<file path="src/rtl/mul_share_arbiter.sv">
// mul_share_arbiter: round-robin sharing of one external signed multiplier
// between NREQ requesters. Each grant latches the winner's operands, holds
// mul_en while waiting for mul_done (bounded by TIMEOUT cycles), and returns
// the product with a one-cycle ack to the granted requester.
//
// state  | meaning
// -------+-----------------------------------------------------------------
// S_IDLE | no transaction; pick next requester from ptr when arb_en is high
// S_BUSY | mul_en high, operands held, waiting for mul_done or timeout
// S_RESP | ack pulse to grant_id with rsp_product/rsp_err, advance ptr
module mul_share_arbiter #(
  parameter int NREQ    = 2,
  parameter int W       = 8,
  parameter int TIMEOUT = 15,
  parameter int IDW     = (NREQ > 1) ? $clog2(NREQ) : 1
) (
  input  logic              clk,
  input  logic              rst,
  input  logic              arb_en,
  input  logic [NREQ-1:0]   req,
  input  logic [NREQ*W-1:0] req_c,
  input  logic [NREQ*W-1:0] req_d,
  output logic [NREQ-1:0]   ack,
  output logic [W-1:0]      rsp_product,
  output logic              rsp_err,
  output logic [IDW-1:0]    grant_id,
  output logic              busy,
  output logic [7:0]        timeout_cnt,
  output logic              mul_en,
  output logic [W-1:0]      mul_c,
  output logic [W-1:0]      mul_d,
  input  logic              mul_done,
  input  logic [W-1:0]      mul_product
);

  typedef enum logic [1:0] {
    S_IDLE = 2'd0,
    S_BUSY = 2'd1,
    S_RESP = 2'd2
  } state_t;

  // Last wait-counter value before the transaction is aborted.
  localparam logic [7:0] TO_LAST = 8'(TIMEOUT - 1);
  localparam logic [IDW:0] NREQ_X = (IDW + 1)'(NREQ);

  state_t           state_q, state_d;
  logic [IDW-1:0]   ptr_q, ptr_d;
  logic [7:0]       wait_q, wait_d;

  logic [W-1:0]     mul_c_d, mul_d_d;
  logic [IDW-1:0]   grant_id_d;
  logic [W-1:0]     rsp_product_d;
  logic             rsp_err_d;
  logic [7:0]       timeout_cnt_d;

  logic             gnt_found;
  logic [IDW-1:0]   gnt_idx;
  logic [W-1:0]     gnt_c, gnt_d;
  logic [IDW-1:0]   ptr_after_grant;

  // Round-robin search: first requester at ptr, ptr+1, ... (mod NREQ).
  always_comb begin
    logic [IDW:0] cand;
    gnt_found = 1'b0;
    gnt_idx   = '0;
    cand      = '0;
    for (int k = 0; k < NREQ; k++) begin
      cand = {1'b0, ptr_q} + (IDW + 1)'(k);
      if (cand >= NREQ_X) cand = cand - NREQ_X;
      if (!gnt_found && req[cand[IDW-1:0]]) begin
        gnt_found = 1'b1;
        gnt_idx   = cand[IDW-1:0];
      end
    end
  end

  // Operand mux for the requester selected by the search.
  always_comb begin
    gnt_c = '0;
    gnt_d = '0;
    for (int i = 0; i < NREQ; i++) begin
      if (gnt_idx == IDW'(i)) begin
        gnt_c = req_c[i*W +: W];
        gnt_d = req_d[i*W +: W];
      end
    end
  end

  // Pointer moves just past the requester being acked.
  always_comb begin
    logic [IDW:0] nxt;
    nxt = {1'b0, grant_id} + (IDW + 1)'(1);
    if (nxt >= NREQ_X) nxt = '0;
    ptr_after_grant = nxt[IDW-1:0];
  end

  // Next-state and next-register values; everything holds by default.
  always_comb begin
    state_d       = state_q;
    ptr_d         = ptr_q;
    wait_d        = wait_q;
    mul_c_d       = mul_c;
    mul_d_d       = mul_d;
    grant_id_d    = grant_id;
    rsp_product_d = rsp_product;
    rsp_err_d     = rsp_err;
    timeout_cnt_d = timeout_cnt;
    case (state_q)
      S_IDLE: begin
        if (arb_en && gnt_found) begin
          mul_c_d    = gnt_c;
          mul_d_d    = gnt_d;
          grant_id_d = gnt_idx;
          wait_d     = '0;
          state_d    = S_BUSY;
        end
      end
      S_BUSY: begin
        // mul_done takes priority over a timeout landing on the same cycle.
        if (mul_done) begin
          rsp_product_d = mul_product;
          rsp_err_d     = 1'b0;
          state_d       = S_RESP;
        end else if (wait_q == TO_LAST) begin
          rsp_product_d = '0;
          rsp_err_d     = 1'b1;
          if (timeout_cnt != 8'hFF) timeout_cnt_d = timeout_cnt + 8'd1;
          state_d       = S_RESP;
        end else begin
          wait_d = wait_q + 8'd1;
        end
      end
      S_RESP: begin
        ptr_d   = ptr_after_grant;
        state_d = S_IDLE;
      end
      default: state_d = S_IDLE;
    endcase
  end

  // State and datapath registers with synchronous reset.
  always_ff @(posedge clk) begin
    if (rst) begin
      state_q     <= S_IDLE;
      ptr_q       <= '0;
      wait_q      <= '0;
      mul_c       <= '0;
      mul_d       <= '0;
      grant_id    <= '0;
      rsp_product <= '0;
      rsp_err     <= 1'b0;
      timeout_cnt <= '0;
    end else begin
      state_q     <= state_d;
      ptr_q       <= ptr_d;
      wait_q      <= wait_d;
      mul_c       <= mul_c_d;
      mul_d       <= mul_d_d;
      grant_id    <= grant_id_d;
      rsp_product <= rsp_product_d;
      rsp_err     <= rsp_err_d;
      timeout_cnt <= timeout_cnt_d;
    end
  end

  // Handshake outputs decoded from the registered state only.
  always_comb begin
    ack = '0;
    if (state_q == S_RESP) ack = NREQ'(1) << grant_id;
    mul_en = (state_q == S_BUSY);
    busy   = (state_q != S_IDLE);
  end

endmodule

</file>
<file path="config.mk">
export PLATFORM = sky130hd
export DESIGN_NAME = mul_share_arbiter
export DESIGN_NICKNAME = d
export VERILOG_FILES = /design/src/rtl/mul_share_arbiter.sv
export SDC_FILE = /design/constraint.sdc
export NUM_CORES = 1
export LEC_CHECK = 0
export ABC_AREA = 1
export BUFFER_PORTS_ARGS = -buffer_cell sky130_fd_sc_hd__buf_2
export CORE_MARGIN = 1
export CORE_UTILIZATION = 44
export DETAILED_ROUTE_END_ITERATION = 7
export PLACE_DENSITY = 0.77
export SLEW_MARGIN = 20
export SYNTH_ARGS = -nofsm -noshare
export SYNTH_HDL_FRONTEND = slang
export SYNTH_SLANG_ARGS = --single-unit
export TNS_END_PERCENT = 50
</file>
<file path="constraint.sdc">
create_clock -name clk -period 1.5 [get_ports clk]
set_input_delay 0.3 -clock clk [delete_from_list [all_inputs] [get_ports clk]]
set_output_delay 0.3 -clock clk [all_outputs]
set_load 0.05 [all_outputs]
</file>
==> summary.md, run 1 <==
| Metric | Value |
|---|---|
| Die X | ~73 um |
| Drt wl/cell | roughly 11 um |
| Final #Nets | 446 |
| Area contributors post-synth | dfxtp_1 (41%), nand2_1 (16%), a21oi_1 (9.1%) |
| Post-route core utilization | 0.609 |
| Critical path class | flop to output pin |
| Synthesized area | about 2200 um^2 |
| WL final | 5240 um |
| Internal Power | around 0.0018 W |
| Top-count cell post-synth | nand2_1 |
| Number of warnings issued by yosys | 0 |
| Core Area | 4790 um^2 |
| Syn_nets | approximately 360 |
| Top sig layer | met4 |
| Sequential fraction of the synthesis area | 0.409 |
| Top-area cell type share of the netlist area | 0.409 |
| DRC viols | 0 |
| All-Layer GR Usage | 0.208 |
| Clock share of power | 0.321 |
| # H-tree levels | 2 |
| Routed met3 length | slightly below 400 um |
| Die area | approximately 5300 um^2 |
| CTS buffer count | 5 |
| Vias per cell | 4.88 |
| Yosys cell types | 27 |
| Arrival @ worst endpoint | around 1100 ps |
| DPL Wire Length | around 3800 um |
| CTS tree | yes |
| Sw frac | 0.311 |
| Antenna diodes | 0 |
| Psw | 0.000833 W |
| Initial Util | 0.460 |
| Critical Path Source Type | flop |
| Worst skew pair latency | roughly 300 ps |
| Yosys reg bits | 45 |
| Post-synth ARST share | 0 |
| Fin crit share | 0.963 |
| Setup Viol. Count Final | 0 |
| CP cell instances | inv_2 > nand2_2 > inv_4 > buf_6 |
| Share of layout cells above drive strength 1 | 0.367 |
| Max Freq | 0.692 GHz |
| WL met2 | 2380 um |
| Status | complete, no violations |
| PwrDens | between 900 and 1000 nW/um^2 |
| Via Count | roughly 2300 |
| CTS Buffer Depth | 2 |
| Clock Pin Slew Worst Setup and Hold Paths | approximately 90 ps |
| RSZ-0062 raised after global routing | yes |
| Cells after Synth | ~300 |
| Max-slew headroom | 0.687 |
| Grt total ovfl | 0 |
| DR pass1 iterations | 4 |
| Input/output buffers | 83 |
| Post-DRT Antenna Nets | 0 |
| Synth-to-layout area growth | 32.3% |
| Hold_ws | 241 ps |
| Wire length of the first global-routing pass | 8470 um |
| WL met1 | ~2400 um |
| Clk_skew | around 4.9 ps |
| Largest net degree at the start of global routing | 22 |
| Post-layout minimum cycle time | 1440 ps |
| Combinational share of power | 0.203 |
| CTS sink count | between 40 and 50 |
| Initial antenna violation count | 0 |
| Slowest cell on crit path | dfxtp_1 |
| Critical Path End Type | output pin |
| Lkg Pwr | 1.30 nW |
| Vias in the first global route | approximately 1900 |
| Min-Delay Path Class | input pin to flop |
| Worst R2R Setup Slack | between 100 and 150 ps |
| Synth Area per Inst | 7.20 um^2 |
| Top Ports | 84 |
| Final Slew Violations | 0 |
| CP peak stage delay | 370 ps |
| Post-CTS Hold Fix Bufs | 0 |
| Maximum vdd drop | 0.000520 V |
| Clock root buffer | clkbuf_8 |
| Endpoints failing hold | 0 |
| Least-Margin Pin Slew | 468 ps |
| Maxcap violations | 0 |
| DRT iter0 DRCs | 99 |
| Sequential share of power | 0.476 |
| Die extent in y | slightly above 70 um |
| Gpl congestion | 0.818 |
| Synth cell count leaders | nand2_1 (91), dfxtp_1 (45), a21oi_1 (40) |
| Ys flop type | dfxtp_1 |
| Cell taking the most area after synthesis | dfxtp_1 |
| Cell Rows | 25 |
| Number of synthesized flops with an enable pin | 0 |
| Data required time of the worst path | between 1000 and 1500 ps |
| Worst-path maximum fanout | 7 |
-- layout make-up --
cell class / instances / area, um^2
Inverter: 26 / 105
Multi-Input combinational cell: 225 / 1190
Tap cell: 67 / 83.8
Clock buffer: 7 / 96.3
Sequential cell: 45 / 912
Fill cell: 435 / 1870
Timing Repair Buffer: 94 / 517
Clock inverter: 1 / 8.76
-- power by group through the flow --
stage	Clock (W)	Combinational (W)	Sequential (W)
finish	0.000861	0.000544	0.00127
global route	0.000925	0.000593	0.00128
CTS	0.000883	0.000538	0.00127
detailed placement	0	0.000532	0.00130
global placement	0	0.000526	0.00130
floorplan	0	0.000237	0.00144
-- metrics by stage --
step / setup TNS (ps) / total power [W] / setup slack, ps / area [um^2] / cells
after global routing: -52.5 / 0.00280 / -20.7 / 2920 / 465
after floorplan: -8.97 / 0.00168 / -8.97 / 2220 / 306
final: 0 / 0.00268 / 55.9 / 2920 / 465
after detailed placement: 0 / 0.00183 / 13.8 / 2740 / 456
after global placement: 0 / 0.00182 / 88.0 / 2740 / 456
after CTS: -9.85 / 0.00269 / -9.85 / 2860 / 464
-- routing by layer --
metal | global-route usage | up-vias
met5 | 0 | -
met4 | 0.0915 | 0
met3 | 0.0566 | 7
met2 | 0.332 | 96
met1 | 0.262 | 986
li1 | - | 1180
-- worst max-delay path: cells and delay by family, from the launching register on --
family        cells  cell delay [ps]
simple gates      1              170
flops             1              370
buf+inv           3              290
-- cell usage in the layout (no fill, tap or decap) --
cell and n:
nand2_1 90, buf_2 80, dfxtp_1 42, a21oi_1 36, nor2_1 21, inv_1 20, or2_2 16, o211ai_1 16
buf_4 11, nand3_1 10, clkbuf_8 7, nor2_4 4, nor3_1 4, a21oi_2 4, inv_2 3, nand2_2 3
inv_4 3, o21ai_0 3, nand4_1 3, xor2_1 3, buf_6 3, dfxtp_4 3, nor2_2 2, nand3_4 2
ha_1 2, o21ai_1 1, o21ai_2 1, a211oi_1 1, o21ai_4 1, nand2_4 1, ha_4 1, inv_6 1
-- path summary, 6_finish.rpt --
path	from	to	cells after the start
min reg2reg	mul_c[2]	mul_c[2]	2
min	mul_product[4]	rsp_product[4]	3
max	state_q[1]	mul_en	4
max reg2reg	timeout_cnt[1]	timeout_cnt[7]	8
-- timing repair --
action | CTS | global route
gates resized for setup | 5 | 16
endpoints found under the setup margin | 9 | 27
pin swaps | 2 | 2
buffers inserted | 0 | 1
-- cell families (layout without fill, tap and decap cells) --
| kind of cell | after synthesis | count (layout) | synth area share |
|---|---|---|---|
| adder cells (fa/ha/maj) | 3 | 3 | 0.0170 |
| AND/OR/NAND/NOR | 156 | 156 | 0.325 |
| AO/OA/AOI/OAI | 63 | 63 | 0.169 |
| buffers and inverters | 36 | 128 | 0.0681 |
| XOR/XNOR | 3 | 3 | 0.0119 |
| flip-flops | 45 | 45 | 0.409 |
-- flip-flops by register name, indices dropped and copies added (netlist names) --
signal,count
wait_q,8
rsp_err,1
rsp_product,8
ptr_q,1
timeout_cnt,8
mul_d,8
mul_c,8
state_q,2
grant_id,1
(Power assumes the default switching activity.)
==> run 2, diff against run 1 <==
==> constraint.sdc (replaced) <==
create_clock -name clk -period 1.2 [get_ports clk]
set_input_delay 0.24 -clock clk [delete_from_list [all_inputs] [get_ports clk]]
set_output_delay 0.24 -clock clk [all_outputs]
set_load 0.05 [all_outputs]
==> summary.md, run 2 (synthesized netlist as in run 1, its figures left out) <==
| Metric | Value |
|---|---|
| Status | complete, but fails checks |
| Failing checks | negative setup slack |
| Clock root buffer | clkbuf_8 |
| Fin crit share | 1.15 |
| Synth-to-layout area growth | 60.3% |
| Die extent in y | 72.8 um (unchanged) |
| Core Area | 4790 um^2 (unchanged) |
| Die X | 72.8 um (unchanged) |
| Leading cell types in the layout, fill and taps excluded | nand2_1 (76), buf_2 (68), a21oi_1 (33) |
| Final Cell Area | 3530 um^2 (+21%) |
| Largest net degree at the start of global routing | 20 (-9.1%) |
| Maximum vdd drop | 0.000873 V (+68%) |
| WL final | 6970 um (+33%) |
| Data required time of the worst path | 1430 ps (+230 ps) |
| Post-DRT Antenna Nets | 0 (unchanged) |
| Grt total ovfl | 0 (unchanged) |
| Most common cell after layout, fill and taps aside | nand2_1 |
| Critical Path End Type | flop |
| CTS Buffer Depth | 2 (unchanged) |
| Top Ports | 84 (unchanged) |
| Initial Util | 0.460 (unchanged) |
| Max Freq | roughly 0.73 GHz |
| Final worst slack | -174 ps (-230 ps) |
| Lkg Pwr | 1.53 nW (+18%) |
| Post-layout minimum cycle time | 1370 ps |
| Reg-to-reg startpoint | wait_q[4] |
| Clock Pin Slew Worst Setup and Hold Paths | 100 ps (about the same) |
| Wire length of the first global-routing pass | 10400 um (+22%) |
| Setup Viol. Count Final | 48 (+48) |
| Placement Cell Area | 2980 um^2 (+8.7%) |
| Vias per cell | 4.99 (+2.3%) |
| Critical path class | flop to flop |
| Final Slew Violations | 0 (unchanged) |
| Min-delay src | mul_product[5] |
| Critical Path Source Type | flop |
| Worst skew pair latency | 310 ps (about the same) |
| DR pass1 iterations | 4 (unchanged) |
| # H-tree levels | 2 (unchanged) |
| Max-slew headroom | 0.783 (+0.0960) |
| Least-Margin Pin Slew | 323 ps (-145 ps) |
| All-Layer GR Usage | 0.251 (+0.0432) |
| PwrDens | 989 nW/um^2 (+7.7%) |
| Initial antenna violation count | 0 (unchanged) |
| Arrival @ worst endpoint | 1610 ps (+470 ps) |
| Via Count | 2500 (+10%) |
| DRC viols | 0 (unchanged) |
| Clk_skew | 15.0 ps (+10.1 ps) |
| DRT iter0 DRCs | 126 (+27%) |
| Min-Delay Path Class | input pin to flop |
| Setup TNS | -4810 ps (-4810 ps) |
| Final #Nets | 482 (+8.1%) |
| Endpoints failing hold | 0 (unchanged) |
| Vias in the first global route | 2308 (+19%) |
| Share of layout cells above drive strength 1 | 0.523 (+0.156) |
| Die area | 5290 um^2 (unchanged) |
| Drt wl/cell | 13.9 um (+23%) |
| CTS sink count | 45 (unchanged) |
| Input/output buffers | 83 (unchanged) |
| Gpl congestion | 0.850 (+3.9%) |
| Maxcap violations | 0 (unchanged) |
| Antenna diodes | 0 (unchanged) |
| Post-CTS Hold Fix Bufs | 0 (unchanged) |
| Worst-path maximum fanout | 6 (-1) |
| CTS tree | yes |
| RSZ-0062 raised after global routing | yes |
| Setup crit start | wait_q[4] |
| CTS buffer count | 5 (unchanged) |
| Cell Rows | 25 (unchanged) |
| DPL Wire Length | 4210 um (+10%) |
==> run 2: final timing paths <==
check	slack [ps]	end	cells past startpoint
hold / removal	170	rsp_product[5]	3
hold reg to reg	460	mul_c[1]	2
setup reg to reg	-170	wait_q[0]	7
setup / recovery	-170	wait_q[0]	7
==> run 2: stage by stage <==
step                std cells  setup WS [ps]  hold WS, ps  utilization  total power [W]
finish                    501           -174          166        0.738          0.00349
global route              501           -277          163        0.738          0.00362
CTS                       494           -152          166        0.691          0.00341
detailed placement        479           -119          450        0.622          0.00236
global placement          479          -68.5          448        0.622          0.00235
floorplan                 306          -93.3          389            -          0.00211
==> run 2: routing by layer <==
layer,track usage,wire (um),vias up
met5,0,0,-
met4,0.0675,170,0
met3,0.0566,485,17
met2,0.445,3500,105
met1,0.304,2810,1127
li1,-,-,1251
==> run 2: final cells by class <==
| cell class | instances | area [um^2] |
|---|---|---|
| clock buffers | 5 | 68.8 |
| fillers | 336 | 1250 |
| repair inverters | 1 | 7.51 |
| well taps | 67 | 83.8 |
| flip-flops and latches | 45 | 932 |
| multi-input cells | 226 | 1390 |
| inverters | 26 | 111 |
| repair buffers | 128 | 917 |
| clock inverters | 3 | 25.0 |
==> run 2: power by group <==
group | total [W] | switching, W | internal [W]
logic | 0.000899 | 0.000555 | 0.000343
registers | 0.00160 | 0.0000444 | 0.00155
clock network | 0.00100 | 0.000579 | 0.000421
==> run 2: timing repair <==
| item | 4_1_cts | 5_1_grt |
|---|---|---|
| pin swaps | 21 | 22 |
| setup endpoints to repair | 50 | 58 |
| gates resized for setup | 53 | 51 |
| buffers inserted | 5 | 6 |
| gates cloned | 2 | 1 |
==> run 2: worst max-delay path, stage by stage (launching register included) <==
cell and delay, ps:
dfxtp_1 320, nor2_1 160, nand2_2 130, o21ai_4 300, nand2_4 140, nand2_1 90, nand2_1 50, nor2_1 110
==> run 3, diff against run 2 <==
--- a/config.mk
+++ b/config.mk
@@ -7,10 +7,12 @@
 export LEC_CHECK = 0
 export ABC_AREA = 1
 export BUFFER_PORTS_ARGS = -buffer_cell sky130_fd_sc_hd__buf_2
+export CELL_PAD_IN_SITES_DETAIL_PLACEMENT = 0
+export CELL_PAD_IN_SITES_GLOBAL_PLACEMENT = 2
 export CORE_MARGIN = 1
-export CORE_UTILIZATION = 44
+export CORE_UTILIZATION = 23
 export DETAILED_ROUTE_END_ITERATION = 7
-export PLACE_DENSITY = 0.77
+export PLACE_DENSITY = 0.76
 export SLEW_MARGIN = 20
 export SYNTH_ARGS = -nofsm -noshare
 export SYNTH_HDL_FRONTEND = slang
==> summary.md, run 3 (synthesized netlist as in run 1, its figures left out) <==
| Metric | Value |
|---|---|
| Status | complete, but fails checks |
| Failing checks | negative setup slack |
| Min-delay src | mul_product[0] |
| CTS Buffer Depth | 2 (unchanged) |
| Cell Rows | 35 (+40%) |
| Clock root buffer | clkbuf_8 |
| Maximum vdd drop | 0.000555 V (-36%) |
| Lkg Pwr | 1.52 nW (-0.88%) |
| Reg-to-reg startpoint | wait_q[0] |
| Share of layout cells above drive strength 1 | 0.529 (+0.00610) |
| Initial Util | 0.238 (-0.222) |
| Placement Cell Area | 3020 um^2 (+1.5%) |
| Core Area | 9240 um^2 (+93%) |
| Drt wl/cell | 12.0 um (-14%) |
| Reg2reg path depth | 8 (+1) |
| Min-Delay Path Class | input pin to flop |
| Arrival @ worst endpoint | 1070 ps (-540 ps) |
| Vias in the first global route | 2349 (+1.8%) |
| All-Layer GR Usage | 0.138 (-0.113) |
| Via Count | 2378 (-4.9%) |
| Die X | 99.9 um (+37%) |
| Critical Path End Type | output pin |
| Worst R2R Setup Slack | -100 ps (+70 ps) |
| Most common cell after layout, fill and taps aside | nand2_1 |
| RSZ-0062 raised after global routing | yes |
| Worst-path maximum fanout | 3 (-3) |
| Least-Margin Pin Slew | 302 ps (-21.2 ps) |
| Die extent in y | 99.9 um (+37%) |
| Critical path class | flop to output pin |
| # H-tree levels | 2 (unchanged) |
| Worst skew pair latency | 300 ps (about the same) |
| Hold path depth | 3 (unchanged) |
| Fin crit share | 1.09 (-0.0507) |
| Initial antenna violation count | 0 (unchanged) |
| DPL Wire Length | 4850 um (+15%) |
| Antenna diodes | 0 (unchanged) |
| CP endpoint | ack[1] |
| Data required time of the worst path | 960 ps (-470 ps) |
| Post-DRT Antenna Nets | 0 (unchanged) |
| Final Cell Area | 3620 um^2 (+2.4%) |
| Top Ports | 84 (unchanged) |
| Maxcap violations | 0 (unchanged) |
| Setup Viol. Count Final | 29 (-40%) |
| Clk_skew | 14.7 ps (-0.244 ps) |
| Grt total ovfl | 0 (unchanged) |
| CTS tree | yes |
| Critical R2R Capture | wait_q[6] |
| Synth-to-layout area growth | 64.1% |
| Input/output buffers | 83 (unchanged) |
| Final-layout fill cell count | 999 (+200%) |
| Post-layout minimum cycle time | 1310 ps (-60.9 ps) |
| Setup crit start | state_q[0] |
| Max Freq | 0.761 GHz (+4.6%) |
| Max-slew headroom | 0.799 (+0.0155) |
| Wire length of the first global-routing pass | 11000 um (+6.6%) |
| Endpoints failing hold | 0 (unchanged) |
| CTS buffer count | 5 (unchanged) |
| Clock Pin Slew Worst Setup and Hold Paths | 100 ps (about the same) |
| Placed cells | 535 (+12%) |
| Vias per cell | 4.26 (-15%) |
| Leading cell types in the layout, fill and taps excluded | nand2_1 (75), buf_2 (66), dfxtp_1 (30) |
| Die area | 9980 um^2 (+88%) |
| DRC viols | 0 (unchanged) |
| WL final | 6710 um (-3.7%) |
| Total Power | 0.00360 W (+2.9%) |
| Placement-stage worst setup slack | -151 ps (-31.9 ps) |
| DRT iter0 DRCs | 80 (-37%) |
| PwrDens | 994 nW/um^2 (+0.50%) |
| DR pass1 iterations | 6 (+2) |
| Gpl congestion | 0.739 (-13%) |
| Final #Nets | 477 (-1.0%) |
| Post-Layout Cell Count | 558 (+11%) |
| Largest net degree at the start of global routing | 24 (+20%) |
| CTS sink count | 45 (unchanged) |
| Final worst slack | -113 ps (+60.9 ps) |
| Final Slew Violations | 0 (unchanged) |
| Critical Path Source Type | flop |
## run 3: layer usage
metal	vias to the layer above	GRT usage	share of wire
li1	1247	-	-
met1	1062	0.173	0.45
met2	67	0.234	0.48
met3	2	0.0425	0.067
met4	0	0.0271	0.0039
met5	-	0	0
## run 3: how the worst min path moves through the flow
stage                           to  slack [ps]
global placement          mul_c[6]         450
global route        rsp_product[3]         170
CTS                 rsp_product[3]         180
detailed placement        mul_c[3]         450
finish              rsp_product[0]         180
floorplan           rsp_product[0]         390
## run 3: power by group
group	switching (W)	leakage (nW)	internal [W]
sequential	0.0000407	0.375	0.00155
clock	0.000546	0.0554	0.000626
combinational	0.000524	1.08	0.000307
## run 3: cell type report
class                      count  area, um^2  share of cell area
multi-input combinational    227        1410               0.390
clock inverter                 2        38.8              0.0107
inverter                      26         111              0.0308
clock buffer                   6        72.6              0.0201
timing repair buffer         123         890               0.246
sequential                    45         932               0.258
tap                          129         161              0.0446
## run 3: worst max-delay path, cell delays in order (launching register included)
cell     delay (ps)
dfxtp_4         380
inv_2            60
nand2_4          60
nor2_4          110
buf_8           150
## run 3: stage by stage
stage,hold WS (ps),TNS [ps],util
2_1_floorplan,389,-1110,-
5_1_grt,173,-5470,0.391
3_3_place_gp,448,-3030,0.327
4_1_cts,179,-2710,0.371
3_5_place_dp,453,-3920,0.327
6_report,184,-2060,0.391
## run 3: timing repair
action	CTS	global route
gates cloned	2	0
setup buffers	8	5
pin swaps	13	15
hold buffers	0	0
setup endpoints to repair	51	57
gates resized for setup	60	42
